==> config.mk <==
export PLATFORM = sky130hd
export DESIGN_NAME = qspi_rx_packer_flat
export DESIGN_NICKNAME = d
export VERILOG_FILES = /design/src/rtl/qspi_rx_packer_if.sv /design/src/rtl/qspi_rx_packer.sv /design/src/flat_wrapper.sv
export SDC_FILE = /design/constraint.sdc
export NUM_CORES = 1
export LEC_CHECK = 0
export CORE_UTILIZATION = 56
export CTS_CLUSTER_DIAMETER = 200
export CTS_CLUSTER_SIZE = 24
export DETAILED_ROUTE_END_ITERATION = 12
export PLACE_DENSITY_LB_ADDON = 0.05
export SLEW_MARGIN = 10
export SYNTH_ARGS = -nofsm -noshare
export SYNTH_HDL_FRONTEND = slang
export SYNTH_SLANG_ARGS = --single-unit
==> constraint.sdc <==
create_clock -name clk -period 3.2 [get_ports clk]
set_clock_uncertainty 0.05 [all_clocks]
set_input_delay 0.48 -clock clk [delete_from_list [all_inputs] [get_ports clk]]
set_output_delay 0.48 -clock clk [all_outputs]
set_load 0.1 [all_outputs]
==> src/rtl/qspi_rx_packer_if.sv <==
// Packer control/data bundle: QSPI FSM and pad side in, RX FIFO write port and status out.
interface qspi_rx_packer_if #(
  parameter int DATA_WIDTH = 32,
  parameter int CNT_WIDTH  = 16
);
  logic                  start;
  logic                  abort;
  logic [CNT_WIDTH-1:0]  byte_count;
  logic [1:0]            lane_mode;
  logic                  sample_en;
  logic [3:0]            io_in;
  logic                  rx_full;
  logic                  rx_wen;
  logic [DATA_WIDTH-1:0] rx_data_fifo;
  logic                  busy;
  logic                  done;
  logic [CNT_WIDTH-1:0]  bytes_rcvd;
  logic                  drop_err;

  modport master (
    output start, abort, byte_count, lane_mode, sample_en, io_in, rx_full,
    input  rx_wen, rx_data_fifo, busy, done, bytes_rcvd, drop_err
  );

  modport slave (
    input  start, abort, byte_count, lane_mode, sample_en, io_in, rx_full,
    output rx_wen, rx_data_fifo, busy, done, bytes_rcvd, drop_err
  );
endinterface

==> src/rtl/qspi_rx_packer.sv <==
// QSPI RX deserializer: 1/2/4-bit sampling into MSB-first bytes, packed
// little-endian into 32-bit words written to the RX FIFO.
module qspi_rx_packer #(
  parameter int DATA_WIDTH = 32,
  parameter int CNT_WIDTH  = 16
) (
  input  logic          clk,
  input  logic          rst,
  qspi_rx_packer_if.slave bus
);
  typedef enum logic [1:0] {IDLE, SHIFT, DONE} state_t;

  state_t               state;
  logic [1:0]           mode;
  logic [CNT_WIDTH-1:0] bytes_left;
  logic [3:0]           bit_cnt;
  logic [7:0]           byte_sr;
  logic [1:0]           byte_idx;
  logic [3:0][7:0]      word;

  logic [3:0]      step;
  logic [3:0]      bit_nxt;
  logic [7:0]      sr_nxt;
  logic            byte_done;
  logic            last_byte;
  logic            issue;
  logic [3:0][7:0] word_nxt;

  always_comb begin
    // mode 11 is reserved and behaves as single
    step   = 4'd1;
    sr_nxt = {byte_sr[6:0], bus.io_in[1]};
    case (mode)
      2'b01: begin step = 4'd2; sr_nxt = {byte_sr[5:0], bus.io_in[1:0]}; end
      2'b10: begin step = 4'd4; sr_nxt = {byte_sr[3:0], bus.io_in[3:0]}; end
      default: ;
    endcase
    bit_nxt   = bit_cnt + step;
    byte_done = (state == SHIFT) && bus.sample_en && !bus.abort && (bit_nxt == 4'd8);
    last_byte = (bytes_left == CNT_WIDTH'(1));
    issue     = byte_done && ((byte_idx == 2'd3) || last_byte);
    word_nxt           = word;
    word_nxt[byte_idx] = sr_nxt;
  end

  always_ff @(posedge clk) begin
    if (rst) begin
      state            <= IDLE;
      mode             <= '0;
      bytes_left       <= '0;
      bit_cnt          <= '0;
      byte_sr          <= '0;
      byte_idx         <= '0;
      word             <= '0;
      bus.rx_wen       <= 1'b0;
      bus.rx_data_fifo <= '0;
      bus.busy         <= 1'b0;
      bus.done         <= 1'b0;
      bus.bytes_rcvd   <= '0;
      bus.drop_err     <= 1'b0;
    end else begin
      bus.rx_wen <= 1'b0;
      bus.done   <= 1'b0;
      case (state)
        IDLE: if (bus.start) begin
          mode           <= bus.lane_mode;
          bytes_left     <= bus.byte_count;
          bit_cnt        <= '0;
          byte_sr        <= '0;
          byte_idx       <= '0;
          word           <= '0;
          bus.bytes_rcvd <= '0;
          bus.drop_err   <= 1'b0;
          if (bus.byte_count == '0) begin
            state    <= DONE;
            bus.done <= 1'b1;
          end else begin
            state    <= SHIFT;
            bus.busy <= 1'b1;
          end
        end
        SHIFT: if (bus.abort) begin
          state    <= IDLE;
          bus.busy <= 1'b0;
        end else if (bus.sample_en) begin
          byte_sr <= sr_nxt;
          bit_cnt <= byte_done ? 4'd0 : bit_nxt;
          if (byte_done) begin
            bus.bytes_rcvd <= bus.bytes_rcvd + 1'b1;
            bytes_left     <= bytes_left - 1'b1;
            byte_idx       <= byte_idx + 1'b1;
            word           <= issue ? '0 : word_nxt;
            if (issue) begin
              bus.rx_wen       <= 1'b1;
              bus.rx_data_fifo <= DATA_WIDTH'(word_nxt);
              if (bus.rx_full) bus.drop_err <= 1'b1;
            end
            if (last_byte) begin
              state    <= DONE;
              bus.busy <= 1'b0;
              bus.done <= 1'b1;
            end
          end
        end
        DONE:    state <= IDLE;
        default: state <= IDLE;
      endcase
    end
  end
endmodule

==> src/flat_wrapper.sv <==
// flat-port wrapper written by rule: the top's interface ports become plain ports
module qspi_rx_packer_flat 
#(
  parameter int DATA_WIDTH = 32,
  parameter int CNT_WIDTH  = 16
)
  (clk, rst, bus_start, bus_abort, bus_byte_count, bus_lane_mode, bus_sample_en, bus_io_in, bus_rx_full, bus_rx_wen, bus_rx_data_fifo, bus_busy, bus_done, bus_bytes_rcvd, bus_drop_err);
  qspi_rx_packer_if #(.DATA_WIDTH(DATA_WIDTH), .CNT_WIDTH(CNT_WIDTH)) bus_i ();
  input  logic clk;
  input  logic rst;
  input wire logic [$bits(bus_i.start)-1:0] bus_start;
  input wire logic [$bits(bus_i.abort)-1:0] bus_abort;
  input wire logic [$bits(bus_i.byte_count)-1:0] bus_byte_count;
  input wire logic [$bits(bus_i.lane_mode)-1:0] bus_lane_mode;
  input wire logic [$bits(bus_i.sample_en)-1:0] bus_sample_en;
  input wire logic [$bits(bus_i.io_in)-1:0] bus_io_in;
  input wire logic [$bits(bus_i.rx_full)-1:0] bus_rx_full;
  output wire logic [$bits(bus_i.rx_wen)-1:0] bus_rx_wen;
  output wire logic [$bits(bus_i.rx_data_fifo)-1:0] bus_rx_data_fifo;
  output wire logic [$bits(bus_i.busy)-1:0] bus_busy;
  output wire logic [$bits(bus_i.done)-1:0] bus_done;
  output wire logic [$bits(bus_i.bytes_rcvd)-1:0] bus_bytes_rcvd;
  output wire logic [$bits(bus_i.drop_err)-1:0] bus_drop_err;
  assign bus_i.start = bus_start;
  assign bus_i.abort = bus_abort;
  assign bus_i.byte_count = bus_byte_count;
  assign bus_i.lane_mode = bus_lane_mode;
  assign bus_i.sample_en = bus_sample_en;
  assign bus_i.io_in = bus_io_in;
  assign bus_i.rx_full = bus_rx_full;
  assign bus_rx_wen = bus_i.rx_wen;
  assign bus_rx_data_fifo = bus_i.rx_data_fifo;
  assign bus_busy = bus_i.busy;
  assign bus_done = bus_i.done;
  assign bus_bytes_rcvd = bus_i.bytes_rcvd;
  assign bus_drop_err = bus_i.drop_err;
  qspi_rx_packer #(.DATA_WIDTH(DATA_WIDTH), .CNT_WIDTH(CNT_WIDTH)) u_core (.clk(clk), .rst(rst), .bus(bus_i));
endmodule
==> results.sh, run 1 <==
export IMPL_start_kind="flip-flop"
export IMPL_regArea_sq_um=2342
export IMPL_top_usage_layer="met2"
export IMPL_hold_viol=0
export IMPL_routedWlPerCell_microns=17.46
export IMPL_rsz0062_at_grt="false"
export IMPL_synthCells=735
export IMPL_final_layout_size_suffix_gt1_frac=0.1549
export IMPL_cts_setup_buffers=0
export IMPL_drc_errors=0
export IMPL_fp_dieW_microns=106.5
export IMPL_cp_required_ns=3.58
export IMPL_core_area_sq_um=10460
export IMPL_async_flop_share=0
export IMPL_start_util=0.5840
export IMPL_synthToLayoutAreaGrowth_pct=21.65
export IMPL_synth_nets=777
export IMPL_critPathLaunch="u_core.mode[0]"
export IMPL_track_usage=0.2991
export IMPL_ant_nets=0
export IMPL_final_nets=836
export IMPL_netlist_area_sq_um=6110
export IMPL_crit_end="u_core.word[24]"
export IMPL_final_common_cell="dfxtp_1"
export IMPL_critical_path_cell_chain="inv_1 > ha_1 > ha_1 > inv_1 > fa_1 > nor2b_1 > nand3_1 > o31ai_4 > buf_12 > a21oi_1 > and2_1"
export IMPL_r2r_start="u_core.mode[0]"
export IMPL_antenna_found_initial=0
export IMPL_first_pass_iters=5
export IMPL_rr_worst_depth=11
export IMPL_grt_pass1_vias=5483
export IMPL_cts_root_buf="clkbuf_8"
export IMPL_nFillCells=856
export IMPL_worstMarginPinSlew_ns=0.9595
export IMPL_port_buffer_count=79
export IMPL_period_share=0.9444
export IMPL_layout_common_cells="117 x dfxtp_1, 80 x nand2_1, 71 x buf_4, 67 x a21oi_1, 50 x o21ai_0"
export IMPL_max_slew_margin_rel=0.3583
export IMPL_grt_use_met2=0.4712
export IMPL_hold_slack_ns=0.3868
export IMPL_synth_edf_count=0
export IMPL_hold_class="input pin to flip-flop"
export IMPL_fp_dieArea_sq_um=11330
export IMPL_maxCapViolCount=0
export IMPL_cts_sinks=117
export IMPL_period_minus_slack_ns=3.022
export IMPL_syn_avg_cell_area_sq_um=8.312
export IMPL_drtIter0Drc=461
export IMPL_drv_slew=0
export IMPL_multi_input_area_sq_um=3442
export IMPL_critical_path_max_fanout=26
export IMPL_fp_row_count=37
export IMPL_via_per_inst=6.242
export IMPL_yosysSeqAreaShare=0.3834
export IMPL_worstPathArrival_ns=3.40
export IMPL_critPathMaxStageDelay_ns=0.49
export IMPL_slowest_stage="fa_1"
export IMPL_min_from="rst"
export IMPL_n_antenna_cell=0
export IMPL_setup_viol=0
export IMPL_critPathKind="flip-flop to flip-flop"
export IMPL_grt_first_pass_wirelength_microns=26880
export IMPL_rr_endpoint="u_core.word[24]"
export IMPL_cts_max_path_buffers=2
export IMPL_place_hpwl_microns=10850
export IMPL_synth_warning_count=0
export IMPL_tns_ns=0
export IMPL_cts_made_buffers=17
export IMPL_rrSetupSlack_ns=0.18
export IMPL_vias=5886
export IMPL_ctsHtreeMaxLevel=4
export IMPL_ioPinCount=80
export IMPL_end_kind="flip-flop"
export IMPL_grt_ovfl_total=0
export IMPL_max_freq_mhz=330.9
export IMPL_grt_max_degree=51
export IMPL_cts_tree="built"
export IMPL_totalWireLength_microns=16460
export IMPL_grt_use_met1=0.3976
export IMPL_die_y_microns=106.5
export IMPL_ys_seq_elements=117
export IMPL_grtUsageMet3=0.07909
export IMPL_clk_latency_ns=0.55
export IMPL_synth_main_ff_cell="dfxtp_1"
export IMPL_place_congestion=0.8343
export IMPL_peakVddDrop_mv=0.4299
export IMPL_clk_pin_slew_ns=0.05
export IMPL_p_per_area_nw_per_um2=494.7
export IMPL_p_leak_nw=2.669
export IMPL_synth_cell_types=63
export IMPL_status="finished clean"
==> where the power goes <==
group / total [mW] / internal, mW / switching (mW)
clock network: 1.80 / 1.14 / 0.664
registers: 1.51 / 1.48 / 0.0265
logic: 0.366 / 0.131 / 0.235
==> logic make-up after synthesis <==
| family | share of synthesized area |
|---|---|
| mux | 0.04424 |
| fa+ha+maj | 0.02990 |
| simple gates | 0.2404 |
| xor+xnor | 0.004301 |
| flops | 0.3834 |
| compound gates | 0.2408 |
| buf+inv | 0.05693 |
==> worst min-delay path by stage <==
stage / to / slack (ns) / depth (start not counted)
finish: u_core.bus.bytes_rcvd[0] / 0.39 / 3
global route: u_core.bytes_left[7] / 0.40 / 3
CTS: u_core.bus.bytes_rcvd[0] / 0.36 / 3
detailed placement: u_core.word[31] / 0.39 / 1
global placement: u_core.word[26] / 0.39 / 1
floorplan: u_core.word[26] / 0.38 / 1
==> registers in the layout (all words and copies together) (netlist names) <==
| register | flops |
|---|---|
| u_core.byte_idx | 2 |
| u_core.state | 2 |
| u_core.bit_cnt | 4 |
| u_core.word | 32 |
| u_core.byte_sr | 7 |
| u_core.bus.done | 1 |
| u_core.mode | 2 |
| u_core.bus.bytes_rcvd | 16 |
| u_core.bus.drop_err | 1 |
| u_core.bus.rx_wen | 1 |
| u_core.bus.busy | 1 |
| u_core.bytes_left | 16 |
| u_core.bus.rx_data_fifo | 32 |
==> layout make-up <==
class | count | share of cell area
clock buffers | 22 | 0.06094
multi-input cells | 538 | 0.4631
well taps | 136 | 0.02290
flip-flops and latches | 117 | 0.3152
inverters | 19 | 0.009596
repair buffers | 101 | 0.1141
clock inverters | 10 | 0.01414
==> Yosys cell counts (6+ instances only) <==
cell type	n	share of area
inv_1	18	0.011
o2111ai_1	10	0.014
o31ai_1	6	0.0074
clkbuf_1	39	0.024
nor3b_1	25	0.031
ha_1	13	0.027
mux2i_1	27	0.044
a22oi_1	13	0.016
o21a_1	6	0.0074
nand2_1	80	0.049
a211oi_1	26	0.032
nand4_1	23	0.024
nand3_1	38	0.031
buf_2	10	0.0082
a21oi_1	67	0.055
or4_1	12	0.015
nor2_1	29	0.018
and2_1	14	0.014
nor4_1	6	0.0061
buf_4	6	0.0074
dfxtp_1	117	0.38
o21ai_0	50	0.041
and3_1	7	0.0072
o21ai_1	10	0.0082
==> worst max-delay path: cells and delay by family (launching register included) <==
kind,cells,cell delay (ns)
buf+inv,3,0.34
compound gates,2,0.52
flops,1,0.38
fa+ha+maj,3,0.95
simple gates,3,0.65
==> metrics by stage <==
| step | total power [mW] | area (sq um) | instances | utilization | setup slack (ns) |
|---|---|---|---|---|---|
| detailed placement | 1.895 | 6862 | 910 | 0.6558 | 0.1683 |
| global placement | 1.885 | 6862 | 910 | 0.6558 | 0.2677 |
| finish | 3.677 | 7432 | 943 | 0.7104 | 0.1778 |
| floorplan | 1.780 | 6110 | 735 | - | 0.5222 |
| CTS | 3.695 | 7420 | 942 | 0.7092 | 0.1581 |
| global route | 3.793 | 7432 | 943 | 0.7104 | 0.03173 |
==> per-layer routing <==
layer  vias to the layer above  part of all wire
met3                        29             0.066
met5                         -                 0
met1                      2789              0.45
met2                       217              0.47
met4                         0             0.017
li1                       2851                 -
==> timing repair <==
action / in CTS / in global routing
setup endpoints to repair: 0 / 3
resized for setup: 0 / 0
hold buffers: 0 / 0
hold endpoints to repair: 0 / 0
No activity file was read; power rests on OpenSTA's default activity.
==> run 2, diff against run 1 <==
--- a/config.mk
+++ b/config.mk
@@ -9,7 +9,8 @@
 export CTS_CLUSTER_DIAMETER = 200
 export CTS_CLUSTER_SIZE = 24
 export DETAILED_ROUTE_END_ITERATION = 12
-export PLACE_DENSITY_LB_ADDON = 0.05
+export PLACE_DENSITY = 0.8
+export SKIP_LAST_GASP = 1
 export SLEW_MARGIN = 10
 export SYNTH_ARGS = -nofsm -noshare
 export SYNTH_HDL_FRONTEND = slang
==> run 2 against run 1 <==
Against the previous run: global-route usage is 0.87 points lower; critical endpoint is now u_core.bus.bytes_rcvd[10]; sequential share of layout area rose by 0.27 points; via count is 0.59% higher; highest routed layer unchanged; final cell count is 0.74% lower.
==> results.sh, run 2 (synthesized netlist as in run 1, its figures left out) <==
export IMPL_drc_errors=0
export IMPL_critPathKind="flip-flop to flip-flop"
export IMPL_worstPathArrival_ns=3.46
export IMPL_fp_dieArea_sq_um=11330
export IMPL_min_from="u_core.word[25]"
export IMPL_critPathMaxStageDelay_ns=0.55
export IMPL_ioPinCount=80
export IMPL_place_hpwl_microns=10720
export IMPL_ctsHtreeMaxLevel=4
export IMPL_n_antenna_cell=0
export IMPL_peakVddDrop_mv=0.3605
export IMPL_r2r_start="u_core.mode[0]"
export IMPL_via_per_inst=6.326
export IMPL_status="finished clean"
export IMPL_track_usage=0.2904
export IMPL_final_nets=833
export IMPL_cts_made_buffers=17
export IMPL_layout_common_cells="117 x dfxtp_1, 80 x nand2_1, 69 x buf_4, 67 x a21oi_1, 50 x o21ai_0"
export IMPL_cts_root_buf="clkbuf_8"
export IMPL_synthToLayoutAreaGrowth_pct=20.60
export IMPL_cts_max_path_buffers=2
export IMPL_maxCapViolCount=0
export IMPL_tns_ns=0
export IMPL_clk_latency_ns=0.53
export IMPL_drv_slew=0
export IMPL_port_buffer_count=79
export IMPL_setup_viol=0
export IMPL_grt_max_degree=52
export IMPL_antenna_found_initial=0
export IMPL_final_common_cell="dfxtp_1"
export IMPL_start_util=0.5840
export IMPL_final_core_util=0.7043
export IMPL_fp_dieW_microns=106.5
export IMPL_final_layout_size_suffix_gt1_frac=0.1488
export IMPL_top_regs="u_core.bus.rx_data_fifo (32), u_core.word (32)"
export IMPL_p_leak_nw=2.635
export IMPL_grt_pass1_vias=5453
export IMPL_grt_ovfl_total=0
export IMPL_p_per_area_nw_per_um2=484.1
export IMPL_rrSetupSlack_ns=0.14
export IMPL_routedWlPerCell_microns=17.39
export IMPL_hold_class="flip-flop to flip-flop"
export IMPL_path_buf_inv=2
export IMPL_clk_pin_slew_ns=0.05
export IMPL_core_area_sq_um=10460
export IMPL_worstMarginPinSlew_ns=0.9118
export IMPL_period_share=0.9574
export IMPL_cts_tree="built"
export IMPL_fp_row_count=37
export IMPL_hold_viol=0
export IMPL_place_congestion=0.8530
export IMPL_start_kind="flip-flop"
export IMPL_critical_path_max_fanout=11
export IMPL_period_minus_slack_ns=3.064
export IMPL_first_pass_iters=5
export IMPL_slowest_stage="or4_1"
export IMPL_cts_sinks=117
export IMPL_hold_slack_ns=0.4133
export IMPL_grt_first_pass_wirelength_microns=26260
export IMPL_fin_ws_ns=0.1364
export IMPL_max_freq_mhz=326.4
export IMPL_ant_nets=0
export IMPL_totalWireLength_microns=16280
export IMPL_vias=5921
export IMPL_cp_top_family="simple AND/OR/NAND/NOR gates"
export IMPL_critical_path_cell_chain="inv_1 > ha_1 > ha_1 > inv_1 > fa_1 > xor2_1 > and3_4 > a31oi_2 > or4_1 > a21oi_1"
export IMPL_cp_required_ns=3.59
export IMPL_end_kind="flip-flop"
export IMPL_max_slew_margin_rel=0.3880
export IMPL_drtIter0Drc=436
export IMPL_cts_resized=0
export IMPL_place_ws_ns=0.1260
export IMPL_critPathLaunch="u_core.mode[0]"
export IMPL_die_y_microns=106.5
==> run 2: report_power, final <==
group	switching (mW)	internal (mW)
Combinational	0.234	0.134
Sequential	0.0276	1.48
Clock	0.622	1.07
==> run 2: final timing paths <==
kind	to	cells after the start
worst max-delay path	u_core.bus.bytes_rcvd[10]	10
worst min-delay path	u_core.word[25]	1
worst max register to register	u_core.bus.bytes_rcvd[10]	10
worst min register to register	u_core.word[25]	1
==> run 2: stage by stage <==
step	total power, mW	instances	instance area (sq um)
after floorplan	1.780	735	6110
final	3.567	936	7368
after detailed placement	1.893	906	6817
after global placement	1.880	906	6817
after global routing	3.690	936	7368
after CTS	3.575	934	7336
==> run 2: repair_timing <==
item | 4_1_cts | 5_1_grt
endpoints found under the hold margin | 0 | 0
setup endpoints to repair | 0 | 25
hold buffers | 0 | 0
setup buffers | 0 | 1
==> run 2: routing by layer <==
layer / vias to the layer above / part of all wire / global-route usage
li1: 2839 / - / -
met1: 2838 / 0.44 / 0.3727
met2: 215 / 0.48 / 0.4814
met3: 29 / 0.059 / 0.05702
met4: 0 / 0.018 / 0.1096
met5: - / 0 / 0
==> run 2: final cells by class <==
type | instances | area, sq um
fill | 882 | 3094
clock inverter | 5 | 52.55
multi-input combinational | 538 | 3442
clock buffer | 23 | 466.7
inverter | 19 | 71.32
timing repair buffer | 98 | 823.3
sequential | 117 | 2342
tap | 136 | 170.2
